<file path="src/rtl/otp_ctrl_prog_seq_if.sv">
`default_nettype none
// ============================================================================
// Module      : otp_ctrl_prog_seq_if
// Description : OTP macro arbiter port used by the programming sequencer.
//               master = sequencer side, slave = arbiter / macro side.
// Revision    : 1.0 - initial release
// ============================================================================
interface otp_ctrl_prog_seq_if #(
    parameter int ADDR_WIDTH = 11,
    parameter int WORD_WIDTH = 16
) ();

    logic                  otp_req_o;
    logic [1:0]            otp_cmd_o;
    logic [ADDR_WIDTH-1:0] otp_addr_o;
    logic [WORD_WIDTH-1:0] otp_wdata_o;
    logic                  otp_gnt_i;
    logic                  otp_rvalid_i;
    logic [WORD_WIDTH-1:0] otp_rdata_i;
    logic [2:0]            otp_err_i;

    modport master (
        output otp_req_o, otp_cmd_o, otp_addr_o, otp_wdata_o,
        input  otp_gnt_i, otp_rvalid_i, otp_rdata_i, otp_err_i
    );

    modport slave (
        input  otp_req_o, otp_cmd_o, otp_addr_o, otp_wdata_o,
        output otp_gnt_i, otp_rvalid_i, otp_rdata_i, otp_err_i
    );

endinterface
`default_nettype wire

</file>
<file path="src/rtl/otp_ctrl_prog_seq.sv">
`default_nettype none
// ============================================================================
// Module      : otp_ctrl_prog_seq
// Description : Burns a NUM_WORDS x WORD_WIDTH image into OTP one native word
//               per transaction. Latches the image on request, skips all-zero
//               words, retries transient macro errors and aggregates the first
//               error code. Optional read-back verification is enabled with
//               the macro OTP_CTRL_PROG_VERIFY_EN.
// Revision    : 1.0 - initial release
// ============================================================================
module otp_ctrl_prog_seq #(
    parameter int                    NUM_WORDS   = 20,
    parameter int                    WORD_WIDTH  = 16,
    parameter int                    ADDR_WIDTH  = 11,
    parameter logic [ADDR_WIDTH-1:0] BASE_ADDR   = '0,
    parameter int                    MAX_RETRIES = 2
) (
    input  wire                             clk_i,
    input  wire                             rst_i,
    input  wire                             en_i,
    input  wire  [3:0]                      escalate_en_i,
    input  wire                             req_i,
    input  wire  [NUM_WORDS*WORD_WIDTH-1:0] data_i,
    output logic                            ack_o,
    output logic                            err_o,
    output logic [2:0]                      error_o,
    output logic                            fsm_err_o,
    output logic                            idle_o,
    output logic [$clog2(NUM_WORDS+1)-1:0]  progress_o,
    otp_ctrl_prog_seq_if.master             otp_bus
);

    localparam int                 c_cnt_w       = $clog2(NUM_WORDS);
    localparam int                 c_prog_w      = $clog2(NUM_WORDS+1);
    localparam logic [c_cnt_w-1:0] c_last_cnt    = c_cnt_w'(NUM_WORDS-1);
    localparam logic [2:0]         c_max_retries = 3'(MAX_RETRIES);

    localparam logic [1:0] c_cmd_read  = 2'd0;
    localparam logic [1:0] c_cmd_write = 2'd1;

    localparam logic [2:0] c_err_none  = 3'd0;
    localparam logic [2:0] c_err_macro = 3'd1;
    localparam logic [2:0] c_err_fsm   = 3'd7;
    localparam logic [3:0] c_lc_off    = 4'b1010;

    // Each state is a 3-bit index with every bit replicated five times, so
    // any two valid encodings differ in at least five positions.
    localparam logic [14:0] c_st_reset      = 15'b00000_00000_11111;
    localparam logic [14:0] c_st_idle       = 15'b00000_11111_00000;
    localparam logic [14:0] c_st_write      = 15'b00000_11111_11111;
    localparam logic [14:0] c_st_write_wait = 15'b11111_00000_00000;
    localparam logic [14:0] c_st_error      = 15'b11111_00000_11111;
`ifdef OTP_CTRL_PROG_VERIFY_EN
    localparam logic [14:0] c_st_verify      = 15'b11111_11111_00000;
    localparam logic [14:0] c_st_verify_wait = 15'b11111_11111_11111;
    localparam logic [2:0]  c_err_check      = 3'd6;
`endif

    logic [14:0]           r_state;
    logic [2:0]            r_error;
    logic [c_cnt_w-1:0]    r_cnt;
    logic [c_cnt_w-1:0]    r_cnt_inv;
    logic [2:0]            r_retry;
    logic [c_prog_w-1:0]   r_progress;
    logic [WORD_WIDTH-1:0] r_img [NUM_WORDS];

    logic [14:0]           w_state_d;
    logic [2:0]            w_error_d;
    logic [WORD_WIDTH-1:0] w_word;
    logic [c_cnt_w-1:0]    w_cnt_inc;
    logic                  w_cnt_err;
    logic                  w_escalate;
    logic                  w_last;
    logic                  w_accept;
    logic                  w_advance;
    logic                  w_retry_inc;
    logic                  w_otp_req;
    logic [1:0]            w_otp_cmd;

    assign w_word     = r_img[r_cnt];
    assign w_cnt_inc  = r_cnt + 1'b1;
    // The inverted shadow copy must always be the exact complement.
    assign w_cnt_err  = (r_cnt != ~r_cnt_inv);
    assign w_escalate = (escalate_en_i != c_lc_off);
    assign w_last     = (r_cnt == c_last_cnt);

    // Next-state, error aggregation and handshake decode.
    always_comb begin
        w_state_d   = r_state;
        w_error_d   = r_error;
        w_accept    = 1'b0;
        w_advance   = 1'b0;
        w_retry_inc = 1'b0;
        w_otp_req   = 1'b0;
        w_otp_cmd   = c_cmd_read;
        ack_o       = 1'b0;
        err_o       = 1'b0;
        fsm_err_o   = 1'b0;
        case (r_state)
            c_st_reset: begin
                if (en_i) w_state_d = c_st_idle;
            end
            c_st_idle: begin
                if (req_i) begin
                    w_accept  = 1'b1;
                    w_state_d = c_st_write;
                end
            end
            c_st_write: begin
                // Blank words need no burn; they cost exactly one cycle.
                if (w_word == '0) begin
                    w_advance = 1'b1;
                end else begin
                    w_otp_req = 1'b1;
                    w_otp_cmd = c_cmd_write;
                    if (otp_bus.otp_gnt_i) w_state_d = c_st_write_wait;
                end
            end
            c_st_write_wait: begin
                if (otp_bus.otp_rvalid_i) begin
                    if (otp_bus.otp_err_i == c_err_macro && r_retry < c_max_retries) begin
                        w_retry_inc = 1'b1;
                        w_state_d   = c_st_write;
                    end else if (otp_bus.otp_err_i != c_err_none) begin
                        if (r_error == c_err_none) w_error_d = otp_bus.otp_err_i;
                        w_advance = 1'b1;
                    end else begin
`ifdef OTP_CTRL_PROG_VERIFY_EN
                        w_state_d = c_st_verify;
`else
                        w_advance = 1'b1;
`endif
                    end
                end
            end
`ifdef OTP_CTRL_PROG_VERIFY_EN
            c_st_verify: begin
                w_otp_req = 1'b1;
                w_otp_cmd = c_cmd_read;
                if (otp_bus.otp_gnt_i) w_state_d = c_st_verify_wait;
            end
            c_st_verify_wait: begin
                if (otp_bus.otp_rvalid_i) begin
                    if (otp_bus.otp_err_i != c_err_none) begin
                        if (r_error == c_err_none) w_error_d = otp_bus.otp_err_i;
                    end else if (otp_bus.otp_rdata_i != w_word) begin
                        if (r_error == c_err_none) w_error_d = c_err_check;
                    end
                    w_advance = 1'b1;
                end
            end
`endif
            c_st_error: begin
                if (r_error == c_err_none) w_error_d = c_err_fsm;
            end
            default: begin
                w_state_d = c_st_error;
                fsm_err_o = 1'b1;
                if (r_error == c_err_none) w_error_d = c_err_fsm;
            end
        endcase

        // Finishing a word: complete the run on the last one, else move on.
        if (w_advance) begin
            if (w_last) begin
                ack_o     = 1'b1;
                err_o     = (w_error_d != c_err_none);
                w_state_d = (w_error_d != c_err_none) ? c_st_error : c_st_idle;
            end else begin
                w_state_d = c_st_write;
            end
        end

        // Escalation and counter corruption pre-empt everything else.
        if (w_escalate || w_cnt_err) begin
            w_state_d   = c_st_error;
            fsm_err_o   = 1'b1;
            w_error_d   = (r_error == c_err_none) ? c_err_fsm : r_error;
            w_accept    = 1'b0;
            w_advance   = 1'b0;
            w_retry_inc = 1'b0;
            w_otp_req   = 1'b0;
            w_otp_cmd   = c_cmd_read;
            ack_o       = 1'b0;
            err_o       = 1'b0;
        end
    end

    // State, error code, counters and latched image.
    always_ff @(posedge clk_i) begin
        if (rst_i) begin
            r_state    <= c_st_reset;
            r_error    <= c_err_none;
            r_cnt      <= '0;
            r_cnt_inv  <= '1;
            r_retry    <= '0;
            r_progress <= '0;
            for (int k = 0; k < NUM_WORDS; k++) r_img[k] <= '0;
        end else begin
            r_state <= w_state_d;
            r_error <= w_error_d;
            if (w_accept) begin
                for (int k = 0; k < NUM_WORDS; k++) begin
                    r_img[k] <= data_i[k*WORD_WIDTH +: WORD_WIDTH];
                end
                r_cnt      <= '0;
                r_cnt_inv  <= '1;
                r_retry    <= '0;
                r_progress <= '0;
            end else if (w_advance) begin
                r_progress <= r_progress + 1'b1;
                if (!w_last) begin
                    r_cnt     <= w_cnt_inc;
                    r_cnt_inv <= ~w_cnt_inc;
                    r_retry   <= '0;
                end
            end else if (w_retry_inc) begin
                r_retry <= r_retry + 1'b1;
            end
        end
    end

    assign error_o    = r_error;
    assign progress_o = r_progress;
    assign idle_o     = (r_state == c_st_idle) || (r_state == c_st_error);

    assign otp_bus.otp_req_o   = w_otp_req;
    assign otp_bus.otp_cmd_o   = w_otp_cmd;
    assign otp_bus.otp_addr_o  = w_otp_req ? (BASE_ADDR + ADDR_WIDTH'(r_cnt)) : '0;
    assign otp_bus.otp_wdata_o = (w_otp_req && w_otp_cmd == c_cmd_write) ? w_word : '0;

endmodule
`default_nettype wire

</file>
<file path="src/flat_wrapper.sv">
// flat-port wrapper written by rule: the top's interface ports become plain ports
module otp_ctrl_prog_seq_flat 
#(
    parameter int                    NUM_WORDS   = 20,
    parameter int                    WORD_WIDTH  = 16,
    parameter int                    ADDR_WIDTH  = 11,
    parameter logic [ADDR_WIDTH-1:0] BASE_ADDR   = '0,
    parameter int                    MAX_RETRIES = 2
)
  (clk_i, rst_i, en_i, escalate_en_i, req_i, data_i, ack_o, err_o, error_o, fsm_err_o, idle_o, progress_o, otp_bus_otp_req_o, otp_bus_otp_cmd_o, otp_bus_otp_addr_o, otp_bus_otp_wdata_o, otp_bus_otp_gnt_i, otp_bus_otp_rvalid_i, otp_bus_otp_rdata_i, otp_bus_otp_err_i);
  otp_ctrl_prog_seq_if #(.ADDR_WIDTH(ADDR_WIDTH), .WORD_WIDTH(WORD_WIDTH)) otp_bus_i ();
  input  wire clk_i;
  input  wire rst_i;
  input  wire en_i;
  input  wire  [3:0] escalate_en_i;
  input  wire req_i;
  input  wire  [NUM_WORDS*WORD_WIDTH-1:0] data_i;
  output logic ack_o;
  output logic err_o;
  output logic [2:0] error_o;
  output logic fsm_err_o;
  output logic idle_o;
  output logic [$clog2(NUM_WORDS+1)-1:0] progress_o;
  output wire logic [$bits(otp_bus_i.otp_req_o)-1:0] otp_bus_otp_req_o;
  output wire logic [$bits(otp_bus_i.otp_cmd_o)-1:0] otp_bus_otp_cmd_o;
  output wire logic [$bits(otp_bus_i.otp_addr_o)-1:0] otp_bus_otp_addr_o;
  output wire logic [$bits(otp_bus_i.otp_wdata_o)-1:0] otp_bus_otp_wdata_o;
  input wire logic [$bits(otp_bus_i.otp_gnt_i)-1:0] otp_bus_otp_gnt_i;
  input wire logic [$bits(otp_bus_i.otp_rvalid_i)-1:0] otp_bus_otp_rvalid_i;
  input wire logic [$bits(otp_bus_i.otp_rdata_i)-1:0] otp_bus_otp_rdata_i;
  input wire logic [$bits(otp_bus_i.otp_err_i)-1:0] otp_bus_otp_err_i;
  assign otp_bus_otp_req_o = otp_bus_i.otp_req_o;
  assign otp_bus_otp_cmd_o = otp_bus_i.otp_cmd_o;
  assign otp_bus_otp_addr_o = otp_bus_i.otp_addr_o;
  assign otp_bus_otp_wdata_o = otp_bus_i.otp_wdata_o;
  assign otp_bus_i.otp_gnt_i = otp_bus_otp_gnt_i;
  assign otp_bus_i.otp_rvalid_i = otp_bus_otp_rvalid_i;
  assign otp_bus_i.otp_rdata_i = otp_bus_otp_rdata_i;
  assign otp_bus_i.otp_err_i = otp_bus_otp_err_i;
  otp_ctrl_prog_seq #(.NUM_WORDS(NUM_WORDS), .WORD_WIDTH(WORD_WIDTH), .ADDR_WIDTH(ADDR_WIDTH), .BASE_ADDR(BASE_ADDR), .MAX_RETRIES(MAX_RETRIES)) u_core (.clk_i(clk_i), .rst_i(rst_i), .en_i(en_i), .escalate_en_i(escalate_en_i), .req_i(req_i), .data_i(data_i), .ack_o(ack_o), .err_o(err_o), .error_o(error_o), .fsm_err_o(fsm_err_o), .idle_o(idle_o), .progress_o(progress_o), .otp_bus(otp_bus_i));
endmodule
</file>
<file path="config.mk">
export PLATFORM = sky130hd
export DESIGN_NAME = otp_ctrl_prog_seq_flat
export DESIGN_NICKNAME = d
export VERILOG_FILES = /design/src/rtl/otp_ctrl_prog_seq_if.sv /design/src/rtl/otp_ctrl_prog_seq.sv /design/src/flat_wrapper.sv
export SDC_FILE = /design/constraint.sdc
export NUM_CORES = 1
export LEC_CHECK = 0
export ABC_AREA = 0
export CAP_MARGIN = 20
export CORE_AREA = 4 4 197 199
export DETAILED_ROUTE_END_ITERATION = 12
export DIE_AREA = 0 0 201 203
export PLACE_DENSITY = 0.76
export SYNTH_ARGS = -nofsm -noshare
export SYNTH_HDL_FRONTEND = slang
export SYNTH_SLANG_ARGS = --single-unit
</file>
<file path="constraint.sdc">
create_clock -name clk_i -period 30.7 [get_ports clk_i]
set_input_delay 6.14 -clock clk_i [delete_from_list [all_inputs] [get_ports clk_i]]
set_output_delay 6.14 -clock clk_i [all_outputs]
set_load 0.005 [all_outputs]
</file>
Word level (Yosys, flattened, before mapping)
Memories as Yosys holds them, arrays and structs flattened. A register that Yosys moved wholly into a read port is not among the register bits.
Cells that the tools add are included.
{"block": "word_totals", "ff_bits": 36, "mem_bits_rw": 320, "out_inout_bits": 42, "n_memories": 1}
{"name": "u_core.r_img", "words": 20, "width": 16, "rd": 1, "rd_clocked_by_memory_dff": 1, "write_ports": 20, "line_no": "otp_ctrl_prog_seq.sv:65", "text": "logic [WORD_WIDTH-1:0] r_img [NUM_WORDS];"}
{"block": "classes", "n_addsub": 3, "magnitude_cmp": 1, "n_eq_ne": 25, "mux": 76, "n_bitwise": 23, "reduce_logical": 17}
{"op": "$mux 16", "count": 21}
{"op": "$mux 15", "count": 10}
{"op": "$pmux 15 s5", "count": 1}
{"op": "$eq 15x10->1 const B", "count": 2}
{"op": "$eq 15x15->1 const B", "count": 2}
{"op": "$mux 1", "count": 28}
{"op": "$mux 3", "count": 9}
{"op": "$or 1x1->1", "count": 20}
{"op": "$logic_not 16->1", "count": 1}
{"op": "$eq 15x5->1 const B", "count": 1}
{"op": "$mux 5", "count": 3}
{"op": "$reduce_and 7->1", "count": 2}
{"op": "$ne 3x2->1 const B", "count": 4}
{"op": "$ne 4x2->1 const B", "count": 3}
{"op": "$add 5x1->5 const B", "count": 2}
{"op": "$not 5->5", "count": 2}
{"op": "$ne 4x4->1 const B", "count": 2}
{"op": "$ne 3x3->1 const B", "count": 2}
{"op": "$pmux 3 s2", "count": 1}
{"op": "$reduce_bool 3->1", "count": 2}
{"op": "$eq 5x5->1 const B", "count": 1}
{"op": "$ne 5x5->1", "count": 1}
{"op": "$reduce_or 5->1", "count": 1}
{"op": "$mux 2", "count": 2}
{"op": "17 further kinds", "count": 22}

Depth between registers and ports, before layout
{"block": "depth", "word_depth": 11, "ltp_mapped": 14}

Worst setup path before layout
Ideal clock, no wire load.
{"block": "synth_path", "kind": "input to register", "start": "in escalate_en_i[0]", "end": "mem u_core.r_img[0][0], enable pin", "arrival_time_ps": 16346, "required_time_ps": 29891, "setup_slack_ps": 13546, "cell_stages": 6, "cell_sequence": "nor4bb_1 > nand4_1 > nor3_1 > a31oi_1 > inv_1 > clkbuf_1"}
{"element": "start, declared", "line_no": "flat_wrapper.sv:15", "text": "input wire [3:0] escalate_en_i;"}
{"element": "end, declared", "line_no": "otp_ctrl_prog_seq.sv:65"}

Worst setup path after layout
{"block": "layout_path", "start": "in escalate_en_i[3]", "end": "out ack_o"}
{"block": "layout_via", "elab_chain_cells": 3}
{"element": "$ne 4x4->1", "line_no": "otp_ctrl_prog_seq.sv:84", "text": "assign w_escalate = (escalate_en_i != c_lc_off);"}
{"element": "$logic_or 1x1->1", "line_no": "otp_ctrl_prog_seq.sv:175", "text": "if (w_escalate || w_cnt_err) begin"}
{"element": "$mux 1", "line_no": "otp_ctrl_prog_seq.sv:175"}
{"element": "end, declared", "line_no": "flat_wrapper.sv:18", "text": "output logic ack_o;"}
No other way between the ends.

==> reports/results.tsv <==
metric	value	unit
TritonCTS clock tree	built	
die area	40800	um^2
Sequential cell area	10200	um^2
unrepaired setup endpoints after global routing	false	
pin count of the biggest net entering global routing	138	
Setup Skew	0.0155	ns
Synth warnings	0	
met3 Use GR	4.02	%
PD cells	48.8	nW/um^2
worst slew pin tran	1.06	ns
Fill cells	2959	
I/O pins	391	
CTS clock-pin slew for the worst setup and hold paths	0.06	ns
setup TNS	0	ns
CORE AREA	37200	um^2
number of global-route vias before repair	10917	
CP Launch Type	input pin	
Most used DFF post-synth	edfxtp_1	
syn_area_per_cell	13.6	um^2
max_slew headroom	29.1	%
Cells after Synth	1188	
Pleak	7.48	nW
initial drt markers	885	
sum of buffers and inverters on the critical path	3	
Fin. Hold Viols	0	
Post-CTS Hold Buffers	0	
worst hold start	u_core.progress_o[4]	
Die W	201	um
GRT Util Overall	20.6	%
most frequent cells in the layout	clkdlybuf4s50_1, edfxtp_1, and2_1	
Via-to-Cell Ratio	5.30	
Final period util	50.0	%
GRT overflow	0	
CP Launch Point	escalate_en_i[3]	
asr flop ratio synth	0	%
met2 GRT Util	34.7	%
first-pass GRT wire length	64600	um
Synth area leaders	edfxtp_1, and2_1, mux4_2, dfxtp_1, mux2i_1	
post-route ant nets	0	
routed via count	10804	
Max-cap violations	0	
I/O Buffers	367	
Critical Path RT	24.56	ns
met1 usage	26.9	%
drt first pass iters	5	
number of nets in the layout	1881	
CTS resizes	0	
crit-path cells	clkdlybuf4s50_1 > nor4bb_1 > nand4_1 > nor3_1 > buf_4 > and3_1 > nand3_1 > o41a_1 > nor2_1 > clkdlybuf4s50_1	
Clock Latency Late Sink	0.53	ns
CP endpoint kind	primary output	
wire per inst	21.3	um
CP max stage delay	0.61	ns
initial antenna violation count	8	
Synth Cell Area	16200	um^2
area leader, netlist	edfxtp_1	
DRC violations left	0	
number of flops mapped to enable cells by yosys	320	
register area share after synthesis	63.0	%
GR peak layer	met2	
hold crit path type	flip-flop to flip-flop	
CP top delay family	simple AND/OR/NAND/NOR gates	
Tmin final	15.36	ns
CTS Buf Count	38	
initial core utilization	43.5	%
Final GP Congestion	0.883	
area of the multi-input gates	5590	um^2
root buffer cell	clkbuf_16	
crit path max fanout	20	
Data arrival, critical path	9.22	ns
status	finished clean	
Setup Buffers After CTS	0	
Yosys top cell area share	59.4	%
Rows	71	
commonest non-fill, non-tap cell in the layout	clkdlybuf4s50_1	
clk buf depth	3	
clock sink count	349	
Final Max Tran Viols	0	
Layout Area Growth over Synthesis	32.1	%
Netlist cell types	57	
Peak VDD IR	0.0320	mV
final WL	43500	um
Yosys reg bits	349	
Setup violations, final	0	
post-DP HPWL	31800	um
CP dominant cell by count	clkdlybuf4s50_1	
Fmax	65.1	MHz
critical path class	input pin to primary output	
layout cells sized above 1	8.41	%
CP max-delay cell	o41a_1	
H-tree levels	2	
Chip Height	203	um
Pwr Total	1.04	mW
layer usage:
layer  part of all wire, %  vias up
li1                      -     5032
met1                    40     5214
met2                    49      477
met3                   7.2       81
met4                   3.3        0
met5                     0        -
worst register-to-register path, cell delays in order (launching register included):
cell     delay (ns)
dfxtp_4        0.91
buf_4          0.87
mux4_2         0.52
a22oi_1        0.39
nand2_1        0.24
nor2_1         0.21
a31oi_1        0.16
o41a_1         0.72
or4_1          0.57
a21oi_1        0.14
kinds of logic after synthesis:
kind of cell | Yosys count | synth area share, %
xor gates and xnor gates | 9 | 0.487
adders and majority gates | 3 | 0.232
other | 1 | 0.0232
AOI/OAI and AO/OA | 116 | 4.72
and+or+nand+nor | 505 | 18.0
muxes | 112 | 10.8
DFF | 349 | 63.0
buffers and inverters | 93 | 2.70
sequential cells by signal, summed over array words and instances, names as in the netlist, named ones only:
signal,count
u_core.r_cnt_inv,5
u_core.r_cnt,5
u_core.progress_o,5
u_core.error_o,3
u_core.r_state,3
u_core.r_img,320
u_core.r_retry,3
cell usage after synthesis (3+ instances only):
| master | number |
|---|---|
| edfxtp_1 | 320 |
| and2_1 | 293 |
| nand2_1 | 59 |
| mux2i_1 | 55 |
| clkbuf_1 | 52 |
| mux4_2 | 50 |
| nor2b_1 | 40 |
| nor2_1 | 38 |
| a21oi_1 | 33 |
| dfxtp_1 | 29 |
| a22oi_1 | 27 |
| nand3_1 | 16 |
| o21ai_0 | 16 |
| buf_2 | 13 |
| nor3_1 | 12 |
| buf_4 | 11 |
| a211oi_1 | 10 |
| inv_1 | 9 |
| nand4_1 | 9 |
| nor4_1 | 8 |
| mux2_2 | 7 |
| o22ai_1 | 7 |
| and3_1 | 6 |
| xnor2_1 | 6 |
| nand2b_1 | 5 |
| a31oi_1 | 4 |
| buf_6 | 4 |
| or3_1 | 4 |
| or4_1 | 4 |
| a21o_1 | 3 |
| and4_1 | 3 |
| buf_1 | 3 |
| ha_1 | 3 |
| xor2_1 | 3 |
power breakdown:
part	internal (mW)	switching (mW)
clock network	0.248	0.185
registers	0.535	0.00614
logic	0.0459	0.0239
total	0.829	0.215
path summary, 6_finish.rpt:
check                           cells past startpoint                   end  slack, ns
worst max-delay path                               10                 ack_o      15.34
worst min-delay path                                2  u_core.progress_o[4]       0.50
worst max register to register                      9  u_core.progress_o[4]      25.90
worst min register to register                      2  u_core.progress_o[4]       0.50
area by class of cell:
class | instances | share of cell area (%)
sequential | 349 | 47.7
clock buffer | 51 | 4.87
clock inverter | 17 | 0.626
antenna | 8 | 0.0936
inverter | 10 | 0.211
multi-input combinational | 752 | 26.2
timing repair buffer | 378 | 17.6
tap | 474 | 2.77
per-stage QoR:
step           utilization, %  hold WS (ns)  cell area, um^2  worst slack, ns  instances
2_1_floorplan               -         0.468            16200            13.55       1194
3_3_place_gp             54.2         0.463            20200            15.35       1963
3_5_place_dp             54.2         0.490            20200            15.37       1963
4_1_cts                  57.4         0.497            21400            15.36       2031
5_1_grt                  57.4         0.507            21400            15.10       2039
6_report                 57.4         0.501            21400            15.34       2039
No activity file was read; power rests on OpenSTA's default activity.
